===== src/rtl/seg7_scan_driver.sv =====
// seg7_scan_driver: time-multiplexed N-digit common-cathode seven-segment driver.
// Latches a packed BCD word, scans one digit per DIV-cycle slot with a short
// dead time at the start of each slot, and supports lamp test, blanking and
// leading-zero suppression. seg/dig_n/scan_tick are all registered outputs.
module seg7_scan_driver #(
    parameter int DIGITS    = 4,
    parameter int DIV       = 1000,
    parameter int BLANK_CYC = 1
) (
    input  logic                  clk,
    input  logic                  rst,
    input  logic [4*DIGITS-1:0]   din,
    input  logic [DIGITS-1:0]     dp_in,
    input  logic                  le,
    input  logic                  lt_n,
    input  logic                  bi_n,
    input  logic                  lzb,
    output logic [7:0]            seg,
    output logic [DIGITS-1:0]     dig_n,
    output logic                  scan_tick
);
    localparam int CW = (DIV > 1) ? $clog2(DIV) : 1;
    localparam int IW = (DIGITS > 1) ? $clog2(DIGITS) : 1;
    localparam logic [CW-1:0] CNT_MAX    = CW'(DIV - 1);
    localparam logic [CW-1:0] BLANK_INIT = CW'(BLANK_CYC);
    localparam logic [IW-1:0] IDX_MAX    = IW'(DIGITS - 1);

    logic [4*DIGITS-1:0] r_data;
    logic [DIGITS-1:0]   r_dp;
    logic [CW-1:0]       r_cnt;
    logic [CW-1:0]       r_bcnt;
    logic [IW-1:0]       r_idx;
    logic [7:0]          r_seg;
    logic [DIGITS-1:0]   r_dig_n;
    logic                r_scan_tick;

    logic                w_tick;
    logic [DIGITS-1:0]   w_lz;
    logic [3:0]          w_digit;
    logic                w_dp;
    logic                w_lz_sel;
    logic [7:0]          w_seg_nxt;
    logic [DIGITS-1:0]   w_dig_nxt;

    // BCD to gfedcba segment pattern; non-decimal codes are dark
    function automatic logic [6:0] f_decode(input logic [3:0] bcd);
        logic [6:0] v;
        case (bcd)
            4'd0:    v = 7'h3F;
            4'd1:    v = 7'h06;
            4'd2:    v = 7'h5B;
            4'd3:    v = 7'h4F;
            4'd4:    v = 7'h66;
            4'd5:    v = 7'h6D;
            4'd6:    v = 7'h7D;
            4'd7:    v = 7'h07;
            4'd8:    v = 7'h7F;
            4'd9:    v = 7'h6F;
            default: v = 7'h00;
        endcase
        return v;
    endfunction

    assign w_tick = (r_cnt == CNT_MAX);

    // Transparent-low data latch: capture every cycle unless le holds it
    always_ff @(posedge clk or posedge rst) begin
        if (rst) begin
            r_data <= '0;
            r_dp   <= '0;
        end else if (!le) begin
            r_data <= din;
            r_dp   <= dp_in;
        end else begin
            r_data <= r_data;
            r_dp   <= r_dp;
        end
    end

    // Slot prescaler, digit index and dead-time counter
    always_ff @(posedge clk or posedge rst) begin
        if (rst) begin
            r_cnt       <= '0;
            r_idx       <= '0;
            r_bcnt      <= BLANK_INIT;
            r_scan_tick <= 1'b0;
        end else if (w_tick) begin
            r_cnt       <= '0;
            r_idx       <= (r_idx == IDX_MAX) ? IW'(0) : r_idx + IW'(1);
            r_bcnt      <= BLANK_INIT;
            r_scan_tick <= 1'b1;
        end else begin
            r_cnt       <= r_cnt + CW'(1);
            r_bcnt      <= (r_bcnt != '0) ? r_bcnt - CW'(1) : r_bcnt;
            r_scan_tick <= 1'b0;
        end
    end

    // w_lz[k]: digit k and every digit above it are zero
    always_comb begin
        logic v_zero_above;
        v_zero_above = 1'b1;
        w_lz         = '0;
        for (int k = DIGITS - 1; k >= 0; k--) begin
            v_zero_above = v_zero_above & (r_data[4*k +: 4] == 4'd0);
            w_lz[k]      = v_zero_above;
        end
    end

    // Select the currently scanned digit, its dp and its suppression flag
    always_comb begin
        w_digit  = 4'd0;
        w_dp     = 1'b0;
        w_lz_sel = 1'b0;
        for (int k = 0; k < DIGITS; k++) begin
            w_digit  = (r_idx == IW'(k)) ? r_data[4*k +: 4] : w_digit;
            w_dp     = (r_idx == IW'(k)) ? r_dp[k]          : w_dp;
            w_lz_sel = (r_idx == IW'(k)) ? w_lz[k]          : w_lz_sel;
        end
    end

    // Next display value: dead time > lamp test > blank > zero suppress > decode
    always_comb begin
        w_seg_nxt = 8'h00;
        w_dig_nxt = {DIGITS{1'b1}};
        if (r_bcnt != '0) begin
            w_seg_nxt = 8'h00;
            w_dig_nxt = {DIGITS{1'b1}};
        end else begin
            w_dig_nxt = ~(DIGITS'(1'b1) << r_idx);
            if (!lt_n) begin
                w_seg_nxt = 8'hFF;
            end else if (!bi_n) begin
                w_seg_nxt = 8'h00;
            end else if (lzb && (r_idx != IW'(0)) && w_lz_sel) begin
                w_seg_nxt = 8'h00;
            end else begin
                w_seg_nxt = {w_dp, f_decode(w_digit)};
            end
        end
    end

    // Output register so the display pins never see combinational glitches
    always_ff @(posedge clk or posedge rst) begin
        if (rst) begin
            r_seg   <= 8'h00;
            r_dig_n <= {DIGITS{1'b1}};
        end else begin
            r_seg   <= w_seg_nxt;
            r_dig_n <= w_dig_nxt;
        end
    end

    assign seg       = r_seg;
    assign dig_n     = r_dig_n;
    assign scan_tick = r_scan_tick;

endmodule


===== config.mk =====
export PLATFORM = sky130hd
export DESIGN_NAME = seg7_scan_driver
export DESIGN_NICKNAME = d
export VERILOG_FILES = /design/src/rtl/seg7_scan_driver.sv
export SDC_FILE = /design/constraint.sdc
export NUM_CORES = 1
export LEC_CHECK = 0
export ABC_AREA = 1
export CAP_MARGIN = 5
export CORE_ASPECT_RATIO = 0.7
export CORE_MARGIN = 8
export CORE_UTILIZATION = 55
export CTS_CLUSTER_DIAMETER = 100
export CTS_CLUSTER_SIZE = 40
export DETAILED_ROUTE_END_ITERATION = 10
export GPL_TIMING_DRIVEN = 0
export PLACE_DENSITY = 0.83
export SLEW_MARGIN = 25
export SYNTH_ARGS = -nofsm -noshare
export SYNTH_HDL_FRONTEND = slang
export SYNTH_SLANG_ARGS = --single-unit

===== constraint.sdc =====
create_clock -name clk -period 5.65 [get_ports clk]
set_input_delay 1.13 -clock clk [delete_from_list [all_inputs] [get_ports clk]]
set_output_delay 1.13 -clock clk [all_outputs]
set_load 0.05 [all_outputs]

# --- Word level (Yosys, flattened, before mapping) ---
# Memories as Yosys holds them, arrays and structs flattened.
# Index checks and enable logic that the tools add are counted.
word_totals:
  reg_bits: 55
  romBits: 112
  inputBits: 26
  output_inout_bits: 13
  memories: 1
mem_list:
  columns: ["memory", "words", "width", "rd", "rd_ports_with_merged_regs", "write_ports", "line", "text"]
  rows:
  - ["(name not given)", 16, 7, 1, 0, 0, "48", "case (bcd)"]
op_classes:
  n_addsub: 3
  n_eq_ne: 4
  n_shift: 1
  n_mux: 22
  n_bitwise: 4
  reduce_logical: 10
op_table:
  columns: ["operator", "n"]
  rows:
  - ["8-bit 2-to-1 mux", 4]
  - ["10-bit 2-to-1 mux", 3]
  - ["4-bit 2-to-1 mux", 5]
  - ["4-bit logical NOT", 4]
  - ["10-bit by 1-bit adder with 10-bit output (second input constant)", 1]
  - ["10-bit equality test (second input constant)", 1]
  - ["10-bit nonzero test", 1]
  - ["10-bit by 1-bit subtractor with 10-bit output (second input constant)", 1]
  - ["1-bit 2-to-1 mux", 9]
  - ["2-bit equality test (second input constant)", 2]
  - ["4-bit inverter", 1]
  - ["2-bit nonzero test", 2]
  - ["1-bit by 2-bit left shift with 4-bit output (first input constant)", 1]
  - ["1-bit bitwise AND", 3]
  - ["2-bit by 1-bit adder with 2-bit output (second input constant)", 1]
  - ["2-bit by 1-bit equality test with 1-bit output (second input constant)", 1]
  - ["1-bit logical AND", 2]
  - ["2-bit logical NOT", 1]
  - ["2-bit 2-to-1 mux", 1]

# --- Logic depth before layout (Yosys ltp) ---
# Gate-level depths: netlist of run 1.
logic_depth:
  word_depth: 13
  depth_mapped: 14
  mapped_depth_nobuf: 14

# --- Worst setup path after synthesis of run 1 ---
# OpenSTA, ideal clock, no wires.
synth_path:
  path_type: "register to register"
  from: "reg r_idx[1]"
  to: "reg r_seg[3], in the netlist seg[3]"
  arrival_time_ns: 1.829
  required_time_ns: 5.527
  slack_ns: 3.698
  stages_incl_launch_ff: 13
  path_buffers: 0
  synth_period_minus_slack_ns: 1.952
  path_cell_list: "dfrtp_1 -> inv_1 -> ha_1 -> inv_2 -> o21ai_0 -> nand2_1 -> a22oi_1 -> inv_1 -> ha_1 -> nand2_1 -> nand3_1 -> nand3_1 -> a21oi_1"
synth_between:
  elab_chain_cells: 10
synth_lines:
  columns: ["item", "line", "text"]
  rows:
  - ["from (decl)", "32", "logic [IW-1:0] r_idx;"]
  - ["from (signal assigned)", "89", "r_idx <= (r_idx == IDX_MAX) ? IW'(0) : r_idx + IW'(1);"]
  - ["2-bit logical NOT", "116, 118", null]
  - ["4-bit 2-to-1 mux / 1-bit 2-to-1 mux (equally long branches) (4 in series)", "116, 118", null]
  - ["memory 16 x 7 bit / 1-bit logical AND (equally long branches)", null, null]
  - ["8-bit 2-to-1 mux *", "135", "end else if (lzb && (r_idx != IW'(0)) && w_lz_sel) begin"]
  - ["8-bit 2-to-1 mux *", "133", "end else if (!bi_n) begin"]
  - ["8-bit 2-to-1 mux *", "131", "if (!lt_n) begin"]
  - ["8-bit 2-to-1 mux *", "126", "if (r_bcnt != '0) begin"]
  - ["via w_seg_nxt[3]", "42", "logic [7:0] w_seg_nxt;"]
  - ["to (signal assigned)", "149", "r_seg <= w_seg_nxt;"]
  - ["to (decl)", "33", "logic [7:0] r_seg;"]
# Mark *: on every way through the listed nets, which the timed path passes. The rest lies on a longest branch.
# A chain may end at the register's enable or synchronous reset.

# --- Worst setup path after layout of run 1 ---
layout_path:
  from: "reg r_dig_n[0], in the netlist dig_n[0]"
  to: "out dig_n[0]"
layout_rtl:
  columns: ["item", "line", "text"]
  rows:
  - ["from (decl)", "34", "logic [DIGITS-1:0] r_dig_n;"]
  - ["from (signal assigned)", "147", "r_dig_n <= {DIGITS{1'b1}};"]
  - ["from (signal assigned)", "150", "r_dig_n <= w_dig_nxt;"]
  - ["to (decl)", "19", "output logic [DIGITS-1:0] dig_n,"]
# No word-level cell between the ends.

==> results of run 1 <==
==> synthesized netlist by cell type, types with 2 or more instances <==
library cell  count  share of area
buf_6             2         0.0082
nand3_1          26          0.047
nand4_1           3         0.0068
nand2_2           4         0.0091
o21ai_0          11          0.020
inv_2             4         0.0054
mux2_2           11          0.045
nand2_1          51          0.069
nand3b_1          3         0.0082
dfstp_2           5          0.048
ha_1             12          0.054
a22oi_1           2         0.0054
inv_1            43          0.058
clkbuf_1          2         0.0027
nor3_1            4         0.0072
nand2_4           2         0.0082
a21oi_1          33          0.060
nor2_1           28          0.038
buf_2             2         0.0036
xor2_1            3         0.0095
dfrtp_1          50           0.45
==> per-layer routing <==
layer  vias to the layer above  share of wire  routed length, um
li1                       1093              -                  -
met1                      1020           0.49               2840
met2                        96           0.43               2460
met3                         5          0.071                410
met4                         0         0.0083                 48
met5                         -              0                  0
==> state kept, by name (all words and copies together) (netlist names) <==
register / cells
r_cnt: 10
r_idx: 2
r_bcnt: 10
seg: 8
r_dp: 4
scan_tick: 1
r_data: 16
dig_n: 4
==> final timing paths <==
check	to	cells after the start
max in group asynchronous	r_cnt[8]	2
worst max-delay path	dig_n[0]	1
worst min register to register	r_bcnt[0]	2
min in group asynchronous	r_cnt[7]	2
worst max register to register	seg[3]	12
worst min-delay path	r_bcnt[0]	2
==> stage by stage <==
| stage | total power [mW] | worst slack (ps) | hold WS, ps | std cells |
|---|---|---|---|---|
| after global placement | 0.541 | 2230 | 458 | 416 |
| final | 0.769 | 2880 | 479 | 424 |
| after detailed placement | 0.544 | 3210 | 472 | 416 |
| after CTS | 0.774 | 2860 | 486 | 424 |
| after global routing | 0.797 | 2850 | 513 | 424 |
| after floorplan | 0.502 | 3190 | 446 | 311 |
==> where the power goes <==
group	switching (mW)	internal [mW]
logic	0.0670	0.0481
registers	0.00942	0.412
clock network	0.132	0.100
total	0.208	0.561
==> logic make-up (layout without fill, tap and decap cells) <==
group / after synthesis / count (layout) / synth area share
adder cells (fa/ha/maj): 12 / 12 / 0.0543
XOR/XNOR: 3 / 3 / 0.00951
flip-flops: 55 / 55 / 0.500
AND/OR/NAND/NOR: 124 / 124 / 0.202
AO/OA/AOI/OAI: 51 / 51 / 0.104
buffers and inverters: 55 / 99 / 0.0847
multiplexers: 11 / 11 / 0.0448
==> layout make-up <==
type                       instances  area (sq um)  area share
buffer                             8          57.6      0.0174
clock buffer                       6          82.6      0.0249
clock inverter                     2          16.3     0.00491
inverter                          47           179      0.0540
multi-input combinational        201          1150       0.346
sequential                        55          1380       0.418
tap                               69          86.3      0.0261
timing repair buffer              36           360       0.109
==> run_results.csv, run 1 <==
group,metric,value,unit
outcome,status,"finished, final reports clean",
global_route,top_usage_layer,"met2",
worst_setup_path,critPathMaxStageDelay,800,ps
timing,fin_tns_setup,0,ps
floorplanning,dieHeight,75.3,um
worst_hold_path,min-delay-start,"r_bcnt[0]",
synthesis,async_reset_ff_frac,1.00,
floorplanning,boundaryPins,39,
final_layout,layout_commonest_cell,"nand2_1",
synthesis,synth_area,2760,sq um
synthesis,ys_seq_area_frac,0.500,
cts,cts_root_buffer,"clkbuf_8",
final_layout,fin_area,3310,sq um
worst_setup_path,cp.required,4520,ps
final_layout,utilization,0.689,
worst_setup_path,crit_path_max_fanout,1,
timing,setup_viol,0,
detailed_routing,viasPerCell,5.22,
synthesis,ys_seq_elements,55,
cts,post_cts_buffers,0,
placement,port_buffers,36,
synthesis,postSynthNetCount,349,
global_route,grt.met3_usage,0.0338,
synthesis,synthCells,311,
floorplanning,coreArea,4810,sq um
floorplanning,placementRows,21,
final_layout,drive_gt1_frac,0.130,
worst_setup_path,crit_path_start,"dig_n[0]",
floorplanning,fp.dieArea,7580,sq um
final_layout,fillers,377,
global_route,grt_antenna_before_repair,0,
placement,dp_hpwl,4.39,mm
power_and_ir_drop,cellLeakagePower,1.63,nW
worst_setup_path,startpoint_type,"flop",
timing,rsz0062_at_grt,"false",
worst_setup_path,critPathArrivalTime,1640,ps
global_route,grt_pass1_wl,9.88,mm
worst_setup_path,cpLargestDelayFamily,"buffers and inverters",
timing,fmax,361,MHz
flow_run,cap_violations,0,
cts,numCtsBuffers,5,
power_and_ir_drop,powerDensity,232,nW/um^2
detailed_routing,first_iter_violations,168,
cts,cts_sinks,55,
detailed_routing,num_vias,2214,
cts,hold_buffers,0,
timing,hold_viol,0,
worst_setup_path,r2r_slack,3310,ps
cts,htree_levels,2,
timing,min_period,2770,ps
global_route,grt_max_degree,56,
placement,place_area,3210,sq um
worst_setup_path,crit_type,"reg2out",
cts,cts_resized,0,
cts,clkTransAtPathRegs,90,ps
final_layout,layout.nets,392,
worst_setup_path,slowest_stage,"clkdlybuf4s50_1",
synthesis,yosys_warnings,0,
final_layout,syn_to_final_growth,19.8,%
global_route,gr-usage-met1,0.228,
final_layout,diodes,0,
timing,tightest_slew,654,ps
worst_setup_path,worst-path-buf-inv,1,
timing,clock_skew,8.18,ps
global_route,globalRouteOverflowTotal,0,
synthesis,avgSynthCellArea,8.88,sq um
cts,cts_tree,"yes",
worst_hold_path,hold_path.class,"reg2reg",
detailed_routing,drtAntennaViolNets,0,
worst_setup_path,r2r_start,"r_idx[0]",
power_and_ir_drop,vdd.ir_drop.worst,0.155,mV
synthesis,synth_cell_types,31,
final_layout,layout_common_cells,"nand2_1 (51), dfrtp_1 (50), inv_1 (42)",
global_route,track_usage,0.163,
cts,clk_path_buf_depth,2,
synthesis,synth_edf_count,0,
detailed_routing,wl_per_cell,13.6,um
detailed_routing,wl,5.76,mm
detailed_routing,first_pass_iters,4,
global_route,grtUsageMet2,0.249,
timing,timing.slew.headroom,0.564,
timing,drv_slew,0,
cts,clkLatencyLatePin,310,ps
global_route,grt_pass1_vias,2111,
worst_setup_path,worstPathCellList,"clkdlybuf4s50_1",
worst_setup_path,cp-end-kind,"output port",
floorplanning,die_width,101,um
synthesis,ys.flop_type,"dfrtp_1",
floorplanning,start_util,0.575,
timing,finalCritPeriodShare,0.490,
placement,gp_congestion,0.837,
detailed_routing,drc_errors,0,
No activity file was read; power rests on OpenSTA's default activity.
==> inputs of run 2 (changes only) <==
--- a/config.mk
+++ b/config.mk
@@ -9,12 +9,12 @@
 export CAP_MARGIN = 5
 export CORE_ASPECT_RATIO = 0.7
 export CORE_MARGIN = 8
-export CORE_UTILIZATION = 55
+export CORE_UTILIZATION = 49
 export CTS_CLUSTER_DIAMETER = 100
 export CTS_CLUSTER_SIZE = 40
 export DETAILED_ROUTE_END_ITERATION = 10
 export GPL_TIMING_DRIVEN = 0
-export PLACE_DENSITY = 0.83
+export PLACE_DENSITY = 0.79
 export SLEW_MARGIN = 25
 export SYNTH_ARGS = -nofsm -noshare
 export SYNTH_HDL_FRONTEND = slang
==> constraint.sdc (replaced) <==
create_clock -name clk -period 2.41 [get_ports clk]
set_input_delay 0.482 -clock clk [delete_from_list [all_inputs] [get_ports clk]]
set_output_delay 0.482 -clock clk [all_outputs]
set_load 0.05 [all_outputs]
==> run_results.csv, run 2 (same netlist as run 1, synthesis figures left out) <==
group,metric,value,unit
worst_setup_path,crit_path_frequent_cell,"nand3_1",
worst_setup_path,cp.required,2650,ps
timing,timing.slew.headroom,0.558,
power_and_ir_drop,powerDensity,588,nW/um^2
global_route,grt_max_degree,56,
floorplanning,coreArea,5580,sq um
worst_setup_path,r2r_start,"r_idx[0]",
final_layout,final_cells,430,
cts,clk_path_buf_depth,2,
cts,htree_levels,2,
power_and_ir_drop,cellLeakagePower,1.64,nW
worst_setup_path,worstPathCellList,"inv_1 > ha_2 > nand3_1 > o21ai_1 > nand2_1 > a22oi_2 > inv_1 > ha_1 > nand2_1 > nand3_1 > nand3_1 > a21oi_1",
timing,finalCritPeriodShare,0.916,
cts,clkTransAtPathRegs,100,ps
outcome,status,"finished, final reports clean",
timing,hold_viol,0,
detailed_routing,drtAntennaViolNets,0,
worst_setup_path,r2r_slack,200,ps
final_layout,drive_gt1_frac,0.138,
timing,rsz0062_at_grt,"false",
timing,min_period,2210,ps
worst_setup_path,cpLargestDelayFamily,"adder cells",
detailed_routing,viasPerCell,5.03,
worst_setup_path,crit_type,"reg2reg",
detailed_routing,num_vias,2162,
final_layout,layout_common_cells,"nand2_1 (51), dfrtp_1 (50), inv_1 (42)",
floorplanning,dieHeight,78.8,um
cts,hold_buffers,0,
worst_setup_path,critPathMaxStageDelay,420,ps
worst_hold_path,hold_depth,2,
final_layout,largest_register_ffs,16,
global_route,globalRouteOverflowTotal,0,
final_layout,largest_registers,"r_data: 16 flops, r_bcnt: 10 flops, r_cnt: 10 flops",
final_layout,syn_to_final_growth,21.8,%
worst_setup_path,crit_path_max_fanout,7,
global_route,grt_antenna_before_repair,0,
final_layout,diodes,0,
floorplanning,start_util,0.495,
worst_setup_path,rr_endpoint,"seg[3]",
worst_setup_path,startpoint_type,"flop",
placement,dp.cells,422,
power_and_ir_drop,vdd.ir_drop.worst,0.307,mV
detailed_routing,wl,5.73,mm
placement,gp_congestion,0.853,
cts,cts_sinks,55,
detailed_routing,drc_errors,0,
cts,clkLatencyLatePin,310,ps
detailed_routing,first_pass_iters,4,
global_route,track_usage,0.147,
worst_hold_path,hold_path.class,"reg2reg",
final_layout,layout.nets,392,
floorplanning,die_width,106,um
timing,fmax,453,MHz
floorplanning,boundaryPins,39,
cts,numCtsBuffers,5,
timing,clock_skew,5.65,ps
worst_setup_path,crit_path_start,"r_idx[0]",
flow_run,cap_violations,0,
worst_setup_path,reg2reg_depth,12,
detailed_routing,wl_per_cell,13.3,um
floorplanning,fp.dieArea,8330,sq um
worst_setup_path,cp-end-kind,"flop",
timing,setup_viol,0,
timing,drv_slew,0,
worst_setup_path,worst-path-buf-inv,2,
floorplanning,placementRows,23,
global_route,grt_pass1_vias,2203,
cts,cts_root_buffer,"clkbuf_8",
timing,tightest_slew,663,ps
worst_hold_path,min-delay-start,"r_bcnt[0]",
worst_hold_path,worstHoldEndpoint,"r_bcnt[0]",
placement,port_buffers,36,
placement,place_area,3220,sq um
final_layout,layout_commonest_cell,"nand2_1",
global_route,grt_pass1_wl,10.1,mm
final_layout,max_flop_register,"r_data",
detailed_routing,first_iter_violations,131,
final_layout,fin_area,3370,sq um
worst_setup_path,critPathArrivalTime,2450,ps
timing,fin_tns_setup,0,ps
placement,dp_hpwl,4.34,mm
cts,cts_tree,"yes",
worst_setup_path,slowest_stage,"dfrtp_1",
==> run 2: how the worst max path moves through the flow <==
stage | end | slack (ps) | cells past startpoint
5_1_grt | seg[3] | 6 | 12
3_3_place_gp | r_data[13] | -360 | 2
6_report | seg[3] | 200 | 12
3_5_place_dp | seg[3] | 70 | 12
2_1_floorplan | seg[3] | 460 | 12
4_1_cts | seg[3] | 20 | 12
==> run 2: worst reg2reg max path, stage by stage, from the launching register on <==
cell	delay, ps
dfrtp_1	420
inv_1	130
ha_2	300
nand3_1	100
o21ai_1	100
nand2_1	100
a22oi_2	180
inv_1	120
ha_1	300
nand2_1	80
nand3_1	70
nand3_1	80
a21oi_1	130
==> run 2: area by class of cell <==
type / count / area [sq um]
fill: 503 / 2220
sequential: 55 / 1380
multi-input combinational: 201 / 1160
timing repair buffer: 36 / 360
inverter: 47 / 179
tap: 75 / 93.8
clock buffer: 5 / 68.8
clock inverter: 3 / 67.6
buffer: 8 / 57.6
==> run 2: where the power goes <==
group / internal, mW / switching [mW] / leakage, nW
logic: 0.114 / 0.159 / 0.914
registers: 0.966 / 0.0220 / 0.662
clock network: 0.414 / 0.305 / 0.0644
==> run 2: per-layer routing <==
metal  track usage  up-vias  routed length, um
li1              -     1086                  -
met1         0.188     1007               2680
met2         0.235       61               2580
met3        0.0445        8                401
met4        0.0503        0                 75
met5             0        -                  0
==> run 2: what timing repair did <==
item	4_1_cts	5_1_grt
resized for setup	0	4
setup buffers	0	0
endpoints found under the setup margin	0	6
hold endpoints to repair	0	0
==> run 2: per-stage QoR <==
| step | util | hold WS [ps] | power, mW | setup WS [ps] |
|---|---|---|---|---|
| after floorplan | - | 446 | 1.18 | 458 |
| after global placement | 0.576 | 458 | 1.27 | -356 |
| after detailed placement | 0.577 | 469 | 1.28 | 69.7 |
| after CTS | 0.601 | 485 | 1.99 | 15.5 |
| after global routing | 0.603 | 517 | 2.06 | 6.11 |
| final | 0.603 | 481 | 1.98 | 202 |
==> inputs of run 3 (changes only) <==
--- a/config.mk
+++ b/config.mk
@@ -9,12 +9,12 @@
 export CAP_MARGIN = 5
 export CORE_ASPECT_RATIO = 0.7
 export CORE_MARGIN = 8
-export CORE_UTILIZATION = 49
+export CORE_UTILIZATION = 45
 export CTS_CLUSTER_DIAMETER = 100
 export CTS_CLUSTER_SIZE = 40
 export DETAILED_ROUTE_END_ITERATION = 10
 export GPL_TIMING_DRIVEN = 0
-export PLACE_DENSITY = 0.79
+export PLACE_DENSITY = 0.73
 export SLEW_MARGIN = 25
 export SYNTH_ARGS = -nofsm -noshare
 export SYNTH_HDL_FRONTEND = slang
==> run_results.csv, run 3 (same netlist as run 1, synthesis figures left out) <==
group,metric,value,unit
outcome,status,"finished, final reports clean",
worst_setup_path,crit_path_max_fanout,8,
worst_setup_path,worstPathCellList,"inv_1 > ha_1 > inv_2 > o21ai_0 > nand2_1 > a22oi_2 > inv_1 > ha_1 > nand2_1 > nand3_1 > nand3_1 > a21oi_1",
final_layout,fillers,548,
timing,tightest_slew,661,ps
cts,numCtsBuffers,5,
floorplanning,die_width,110,um
final_layout,drive_gt1_frac,0.135,
detailed_routing,wl,5.83,mm
final_layout,largest_register_ffs,16,
cts,clkTransAtPathRegs,100,ps
placement,port_buffers,36,
timing,timing.slew.headroom,0.559,
final_layout,layout_commonest_cell,"nand2_1",
detailed_routing,wl_per_cell,13.5,um
timing,min_period,2240,ps
floorplanning,boundaryPins,39,
final_layout,fin_area,3370,sq um
global_route,globalRouteOverflowTotal,0,
final_layout,syn_to_final_growth,21.9,%
final_layout,largest_registers,"r_data: 16 flops, r_bcnt: 10 flops, r_cnt: 10 flops",
final_layout,regArea,1380,sq um
final_layout,layout.nets,392,
placement,dp_hpwl,4.39,mm
timing,hold_viol,0,
detailed_routing,wl_met1,2.80,mm
detailed_routing,drc_errors,0,
detailed_routing,met3_length,356,um
flow_run,cap_violations,0,
worst_setup_path,cp-end-kind,"flop",
placement,dp_slack,119,ps
placement,dp.cells,425,
final_layout,layout_common_cells,"nand2_1 (51), dfrtp_1 (50), inv_1 (42)",
final_layout,final_cells,433,
power_and_ir_drop,cellLeakagePower,1.64,nW
floorplanning,placementRows,24,
detailed_routing,num_vias,2158,
worst_setup_path,startpoint_type,"flop",
detailed_routing,first_iter_violations,103,
power_and_ir_drop,vdd.ir_drop.worst,0.302,mV
floorplanning,fp.dieArea,8940,sq um
cts,cts_sinks,55,
detailed_routing,wl_met2,2.62,mm
cts,htree_levels,2,
cts,cts_tree,"yes",
timing,clock_skew,9.68,ps
floorplanning,dieHeight,81.6,um
cts,clkLatencyLatePin,310,ps
global_route,track_usage,0.138,
worst_setup_path,cpLargestDelayFamily,"adder cells",
floorplanning,coreArea,6070,sq um
detailed_routing,first_pass_iters,4,
detailed_routing,highest_layer,"met4",
worst_setup_path,cp.required,2660,ps
detailed_routing,viasPerCell,4.98,
worst_setup_path,critPathMaxStageDelay,420,ps
global_route,grt_pass1_wl,9.76,mm
power_and_ir_drop,powerDensity,591,nW/um^2
timing,setup_viol,0,
global_route,grt_pass1_vias,2156,
worst_hold_path,hold_path.class,"reg2reg",
cts,clk_path_buf_depth,2,
cts,post_cts_buffers,0,
cts,hold_buffers,0,
timing,fin_ws,173,ps
timing,fmax,447,MHz
timing,drv_slew,0,
final_layout,multiInputGateArea,1150,sq um
worst_setup_path,worst-path-buf-inv,3,
placement,gp_congestion,0.826,
global_route,grt_antenna_before_repair,0,
final_layout,max_flop_register,"r_data",
global_route,grt_max_degree,56,
detailed_routing,drtAntennaViolNets,0,
final_layout,diodes,0,
worst_setup_path,critPathArrivalTime,2480,ps
timing,finalCritPeriodShare,0.928,
worst_setup_path,crit_type,"reg2reg",
cts,cts_root_buffer,"clkbuf_8",
worst_setup_path,slowest_stage,"dfrtp_1",
placement,place_area,3220,sq um
floorplanning,start_util,0.455,
## run 3: repair_timing
item | in CTS | in global routing
setup endpoints to repair | 0 | 6
hold endpoints to repair | 0 | 0
gates resized for setup | 0 | 2
## run 3: power breakdown
| group | switching (mW) | internal (mW) | total (mW) |
|---|---|---|---|
| Combinational | 0.159 | 0.114 | 0.273 |
| Sequential | 0.0223 | 0.966 | 0.989 |
| Clock | 0.314 | 0.414 | 0.728 |
## run 3: per-stage QoR
step | hold slack, ps | util | TNS (ps) | power, mW
global route | 493 | 0.555 | -30.3 | 2.06
global placement | 459 | 0.531 | -20650 | 1.27
floorplan | 446 | - | 0 | 1.18
CTS | 483 | 0.554 | 0 | 2.01
detailed placement | 467 | 0.531 | 0 | 1.28
finish | 478 | 0.555 | 0 | 1.99
## run 3: area by class of cell
cell class,instances,area share
Inverter,47,0.0531
Buffer,8,0.0171
Tap cell,78,0.0290
Multi-Input combinational cell,201,0.343
Clock inverter,3,0.0201
Timing Repair Buffer,36,0.107
Sequential cell,55,0.411
Clock buffer,5,0.0204
## run 3: worst paths after layout
check | start | end | slack (ps) | depth (start not counted)
worst max-delay path | r_idx[1] | seg[3] | 170 | 12
worst min-delay path | r_bcnt[0] | r_bcnt[0] | 480 | 2
worst max register to register | r_idx[1] | seg[3] | 170 | 12
worst min register to register | r_bcnt[0] | r_bcnt[0] | 480 | 2
max in group asynchronous | rst | r_cnt[1] | 1360 | 2
min in group asynchronous | rst | r_bcnt[1] | 610 | 2
## run 3: layer usage
metal / up-vias / global-route usage
li1: 1083 / -
met5: - / 0
met4: 0 / 0.0443
met2: 53 / 0.221
met1: 1016 / 0.179
met3: 6 / 0.0361
## run 3: worst reg2reg max path, stage by stage (launching register included)
cell and delay [ps]:
dfrtp_1 420, inv_1 110, ha_1 270, inv_2 100, o21ai_0 180, nand2_1 120
a22oi_2 200, inv_1 130, ha_1 310, nand2_1 70, nand3_1 70, nand3_1 80
a21oi_1 130
==> edit 1: new RTL, settings of run 2 <==
`DIGITS`: 4 -> 8.
--- a/src/rtl/seg7_scan_driver.sv
+++ b/src/rtl/seg7_scan_driver.sv
@@ -4,5 +4,5 @@
 // leading-zero suppression. seg/dig_n/scan_tick are all registered outputs.
 module seg7_scan_driver #(
-    parameter int DIGITS    = 4,
+    parameter int DIGITS    = 8,
     parameter int DIV       = 1000,
     parameter int BLANK_CYC = 1
Interface: changed (resized dig_n, din and dp_in); port bits go from 39 to 63. The function was not compared with the original's and may differ.
==> edit 1 against run 2 <==
  * The flow now finishes with violations (setup timing)
  * Synthesized area is 51% higher
  * Sequential power rose by 48%
  * Design area rose by 67%
  * Total power up 76%
  * Sequential cell count is 25 higher
  * Cell count rose by 57%
  * Non-clock buffer count up 50
  * Setup slack worse by 410 ps
  * Routed wire length is 95% higher
  * Fmax fell by 16%
  * Global-route usage up 4.4 points
  * Utilization rose by 6.9 points
  * Critical endpoint unchanged
  * Highest routed layer unchanged
==> edit 1: results (changes against run 2) <==
{| class="wikitable"
! Metric !! Value
|-
| Final setup vio count || 7 (was 0)
|-
| Reported leakage power || 0.00268 uW (was 0.00164 uW)
|-
| Share of final-layout standard cells stronger than drive strength 1 || 23.8% (was 13.8%)
|-
| Violations in the final reports || setup timing
|-
| Setup slack of the critical path after layout || -204 ps (was 202 ps)
|-
| Synth top cells by count || 71 x dfrtp_1, 67 x inv_1, 64 x nand2_1 (was 51 x nand2_1, 50 x dfrtp_1, 43 x inv_1)
|-
| Regs by FF count || r_data x32, r_bcnt x10, r_cnt x10 (was r_data x16, r_bcnt x10, r_cnt x10)
|-
| Distinct cells, synth || 39 (was 31)
|-
| Path type of the worst min-delay path || input port to flop (was flop to flop)
|-
| Mean cell area of the mapped netlist || 8.82 sq um (was 8.88 sq um)
|-
| Met3 GRT Util || 5.17% (was 4.45%)
|-
| Number of buffers inserted during clock tree synthesis || 9 (was 5)
|-
| GRT Util Overall || 19.2% (was 14.7%)
|-
| Met1 global-route usage || 24.4% (was 18.8%)
|-
| Sequential fraction of the synthesis area || 48.2% (was 50.0%)
|-
| Smallest hold slack || 474 ps (was 481 ps)
|-
| Clock input transition at the sequential cells of the worst setup and hold paths || 60 ps (was 100 ps)
|-
| Run status || finished, violations left (was finished clean)
|-
| Peak VDD IR || 0.543 mV (was 0.307 mV)
|-
| Total via count in the routed design || 3697 (was 2162)
|-
| Port Buffer Count || 59 (was 36)
|-
| Cell at the root of the clock tree || clkbuf_16 (was clkbuf_8)
|-
| Estimated wirelength of the detail-placed design || 7550 um (was 4340 um)
|-
| Placed insts || 640 (was 422)
|-
| Global-route track usage on met2 || 31.0% (was 23.5%)
|-
| Cell type of the slowest stage on the worst timing path || dfrtp_2 (was dfrtp_1)
|-
| Clk Latency, worst-skew pair || 340 ps (was 310 ps)
|-
| First-pass GRT wire length || 18300 um (was 10100 um)
|-
| Critical path data arrival time || 2880 ps (was 2450 ps)
|-
| Kind of cell adding the most delay to the critical path || compound AO/OA/AOI/OAI gates (was adder cells)
|-
| Routability congestion estimate || 0.855 (was 0.853)
|-
| Number of global-route vias before repair || 3784 (was 2203)
|-
| Dominant cells by area after synthesis || dfrtp_1 43%, inv_1 6.0%, nand2_1 5.7% (was dfrtp_1 45%, nand2_1 6.9%, a21oi_1 6.0%)
|-
| Wirelength per Cell || 16.5 um (was 13.3 um)
|-
| Final net count || 627 (was 392)
|-
| Worst-case clock skew || 5.31 ps (was 5.65 ps)
|-
| Worst-case headroom to the max-slew limit || 55.5% (was 55.8%)
|-
| Crit Path Max Fanout || 4 (was 7)
|-
| Detail-routed via count per cell || 5.46 (was 5.03)
|-
| Initial DRC count || 260 (was 131)
|-
| First-pass iteration count of the detailed router || 5 (was 4)
|-
| Level count of the clock H-tree || 3 (was 2)
|-
| Worst Setup Slack post-DPL || -474 ps (was 69.7 ps)
|-
| Maximum number of pins on one net before global-route repair || 31 (was 56)
|-
| Fill cells || 625 (was 503)
|-
| Net count after synthesis || 534 (was 349)
|}
[edit 1: logic make-up (layout without fill, tap and decap cells)]
| family | Yosys count | after routing | synth area share, % |
|---|---|---|---|
| AO/OA/AOI/OAI | 68 | 68 | 8.89 |
| XOR/XNOR | 5 | 5 | 1.05 |
| adder cells (fa/ha/maj) | 14 | 14 | 4.19 |
| buffers and inverters | 88 | 186 | 8.44 |
| flip-flops | 80 | 80 | 48.2 |
| multiplexers | 21 | 21 | 5.66 |
| AND/OR/NAND/NOR | 198 | 198 | 23.6 |
[edit 1: worst paths after layout]
kind | from | endpoint | cells after the start
max in group asynchronous | rst | dig_n[6] | 4
hold reg to reg | r_cnt[3] | scan_tick | 1
setup / recovery | r_idx[0] | seg[3] | 17
hold / removal | bi_n | seg[4] | 3
min in group asynchronous | rst | r_data[5] | 2
setup reg to reg | r_idx[0] | seg[3] | 17
[edit 1: layout make-up]
| class | instances | share of cell area, % |
|---|---|---|
| Sequential cell | 80 | 35.8 |
| Multi-Input combinational cell | 306 | 34.8 |
| Timing Repair Buffer | 83 | 14.6 |
| Inverter | 76 | 5.54 |
| Clock buffer | 13 | 4.45 |
| Tap cell | 105 | 2.33 |
| Clock inverter | 3 | 1.60 |
| Buffer | 11 | 0.912 |
[edit 1: where the power goes]
| part | switching, uW | leakage (uW) | total, uW | internal [uW] |
|---|---|---|---|---|
| Sequential | 42.4 | 0.000944 | 1460 | 1420 |
| Combinational | 250 | 0.00157 | 452 | 202 |
| Clock | 525 | 0.000164 | 1570 | 1040 |
[edit 1: worst register-to-register path: cells and delay by family (launching register included)]
| family | cells | cell delay, ps |
|---|---|---|
| AND/OR/NAND/NOR | 5 | 550 |
| buffers and inverters | 3 | 340 |
| adder cells (fa/ha/maj) | 2 | 330 |
| AO/OA/AOI/OAI | 7 | 890 |
| flip-flops | 1 | 410 |
[edit 1: routing by layer]
metal	vias up	routed length [um]	part of all wire (%)
met1	1812	4760	43
met5	-	0	0
met3	19	803	7.2
li1	1717	-	-
met4	0	205	1.8
met2	149	5380	48
[edit 1: per-stage QoR]
stage | TNS, ps | power [uW] | utilization, % | cell area [sq um]
after global placement | -1780 | 1880 | 58.6 | 4900
after floorplan | 0 | 1730 | - | 4180
final | -929 | 3480 | 67.2 | 5630
after CTS | -574 | 3480 | 66.3 | 5550
after global routing | -1910 | 3600 | 67.2 | 5630
after detailed placement | -2340 | 1900 | 59.1 | 4940
[edit 1: what timing repair did]
| item | CTS | global route |
|---|---|---|
| setup endpoints to repair | 7 | 7 |
| hold buffers | 0 | 0 |
| gates resized for setup | 32 | 13 |
| setup buffers | 19 | 3 |
| pin swaps | 15 | 12 |
==> edit 2: new RTL, flow settings as in run 2 <==
Made on the original files. Put one more register stage on the output `seg`, without a reset. The value now appears one clock later. The other outputs are not delayed to match. Comments in the files are not updated.
--- a/src/rtl/seg7_scan_driver.sv
+++ b/src/rtl/seg7_scan_driver.sv
@@ -152,5 +152,7 @@
     end
 
-    assign seg       = r_seg;
+    always_ff @(posedge clk) begin
+        seg <= r_seg;
+    end
     assign dig_n     = r_dig_n;
     assign scan_tick = r_scan_tick;
Check against the original RTL: not equivalent (Yosys sat finds a counterexample within 4 cycles, from zero or initial values and one cycle with rst high).
==> edit 2 against run 2 <==
  * Sequential cell count increased by 8
  * Synthesized area increased by 7.6%
  * Design area grew 7.7%
  * Sequential share of layout area increased by 1.5 points
  * Setup slack improved by 38 ps
  * Routed wire length up 5.9%
  * Total power increased by 13%
  * Largest power group unchanged
  * Highest routed layer unchanged
==> edit 2: results (changes against run 2) <==
{| class="wikitable"
! Metric !! Value
|-
| Clock input transition at the sequential cells of the worst setup and hold paths || 70 ps (was 100 ps)
|-
| Worst flop-to-flop path endpoint || r_seg[3] (was seg[3])
|-
| Number of buffers inserted during clock tree synthesis || 9 (was 5)
|-
| Dominant cells by area after synthesis || dfrtp_1 42%, nand2_1 6.2%, dfxtp_1 5.4% (was dfrtp_1 45%, nand2_1 6.9%, a21oi_1 6.0%)
|-
| Power in combinational cells || 269 uW (was 273 uW)
|-
| Final net count || 400 (was 392)
|-
| Async set-or-reset flop fraction in the synthesized netlist || 87.3% (was 100%)
|-
| Clk Latency, worst-skew pair || 340 ps (was 310 ps)
|-
| Net count after synthesis || 353 (was 349)
|-
| First-pass GRT wire length || 10300 um (was 10100 um)
|-
| Share of final-layout standard cells stronger than drive strength 1 || 16.9% (was 13.8%)
|-
| Level count of the clock H-tree || 3 (was 2)
|-
| Routability congestion estimate || 0.917 (was 0.853)
|-
| Initial DRC count || 145 (was 131)
|-
| Switch Pwr || 574 uW (was 486 uW)
|-
| Run status || finished clean (unchanged)
|-
| Crit-path max cell delay || 400 ps (was 420 ps)
|-
| Detail-routed via count per cell || 5.01 (was 5.03)
|-
| Worst setup path startpoint || r_idx[1] (was r_idx[0])
|-
| DRT Wirelength || 6070 um (was 5730 um)
|-
| Pin slew with the least headroom to its limit || 666 ps (was 663 ps)
|-
| Critical path data arrival time || 2380 ps (was 2450 ps)
|-
| Fill cells || 472 (was 503)
|-
| Smallest hold slack || 344 ps (was 481 ps)
|-
| Peak VDD IR || 0.404 mV (was 0.307 mV)
|-
| Power Sequential || 1140 uW (was 988 uW)
|-
| Reported leakage power || 0.00173 uW (was 0.00164 uW)
|-
| Area of combinational cells with multiple inputs || 0.00120 sq mm (was 0.00116 sq mm)
|-
| Gate count of the mapped netlist || 315 (was 311)
|-
| Worst Setup Slack post-DPL || 109 ps (was 69.7 ps)
|-
| Hold Path Origin || r_seg[5] (was r_bcnt[0])
|-
| Sequential fraction of the synthesis area || 51.9% (was 50.0%)
|-
| Number of global-route vias before repair || 2196 (was 2203)
|-
| Worst hold path depth || 0 (was 2)
|-
| Relative contribution of combinational cells to total power || 12.1% (was 13.8%)
|}
edit 2: logic make-up (layout without fill, tap and decap cells):
| family | count (synthesis) | in the layout | synth area share [%] |
|---|---|---|---|
| DFF | 63 | 63 | 51.9 |
| xor gates and xnor gates | 5 | 5 | 1.47 |
| adders and majority gates | 12 | 12 | 5.05 |
| and+or+nand+nor | 121 | 121 | 18.7 |
| muxes | 14 | 14 | 5.30 |
| buffers and inverters | 54 | 106 | 8.29 |
| AOI/OAI and AO/OA | 46 | 46 | 9.30 |
edit 2: layout make-up:
class | count | share of cell area, %
clock buffer | 13 | 4.39
buffer | 10 | 2.04
timing repair buffer | 36 | 9.94
inverter | 44 | 4.83
clock inverter | 3 | 0.483
multi-input combinational | 198 | 33.1
sequential | 63 | 42.6
tap | 75 | 2.59
edit 2: layer usage:
metal / global-route usage [%] / vias up / part of all wire [%]
met3: 6.25 / 5 / 6.2
met5: 0 / - / 0
met1: 20.0 / 1043 / 49
met4: 5.17 / 0 / 0.82
met2: 21.4 / 58 / 43
li1: - / 1109 / -
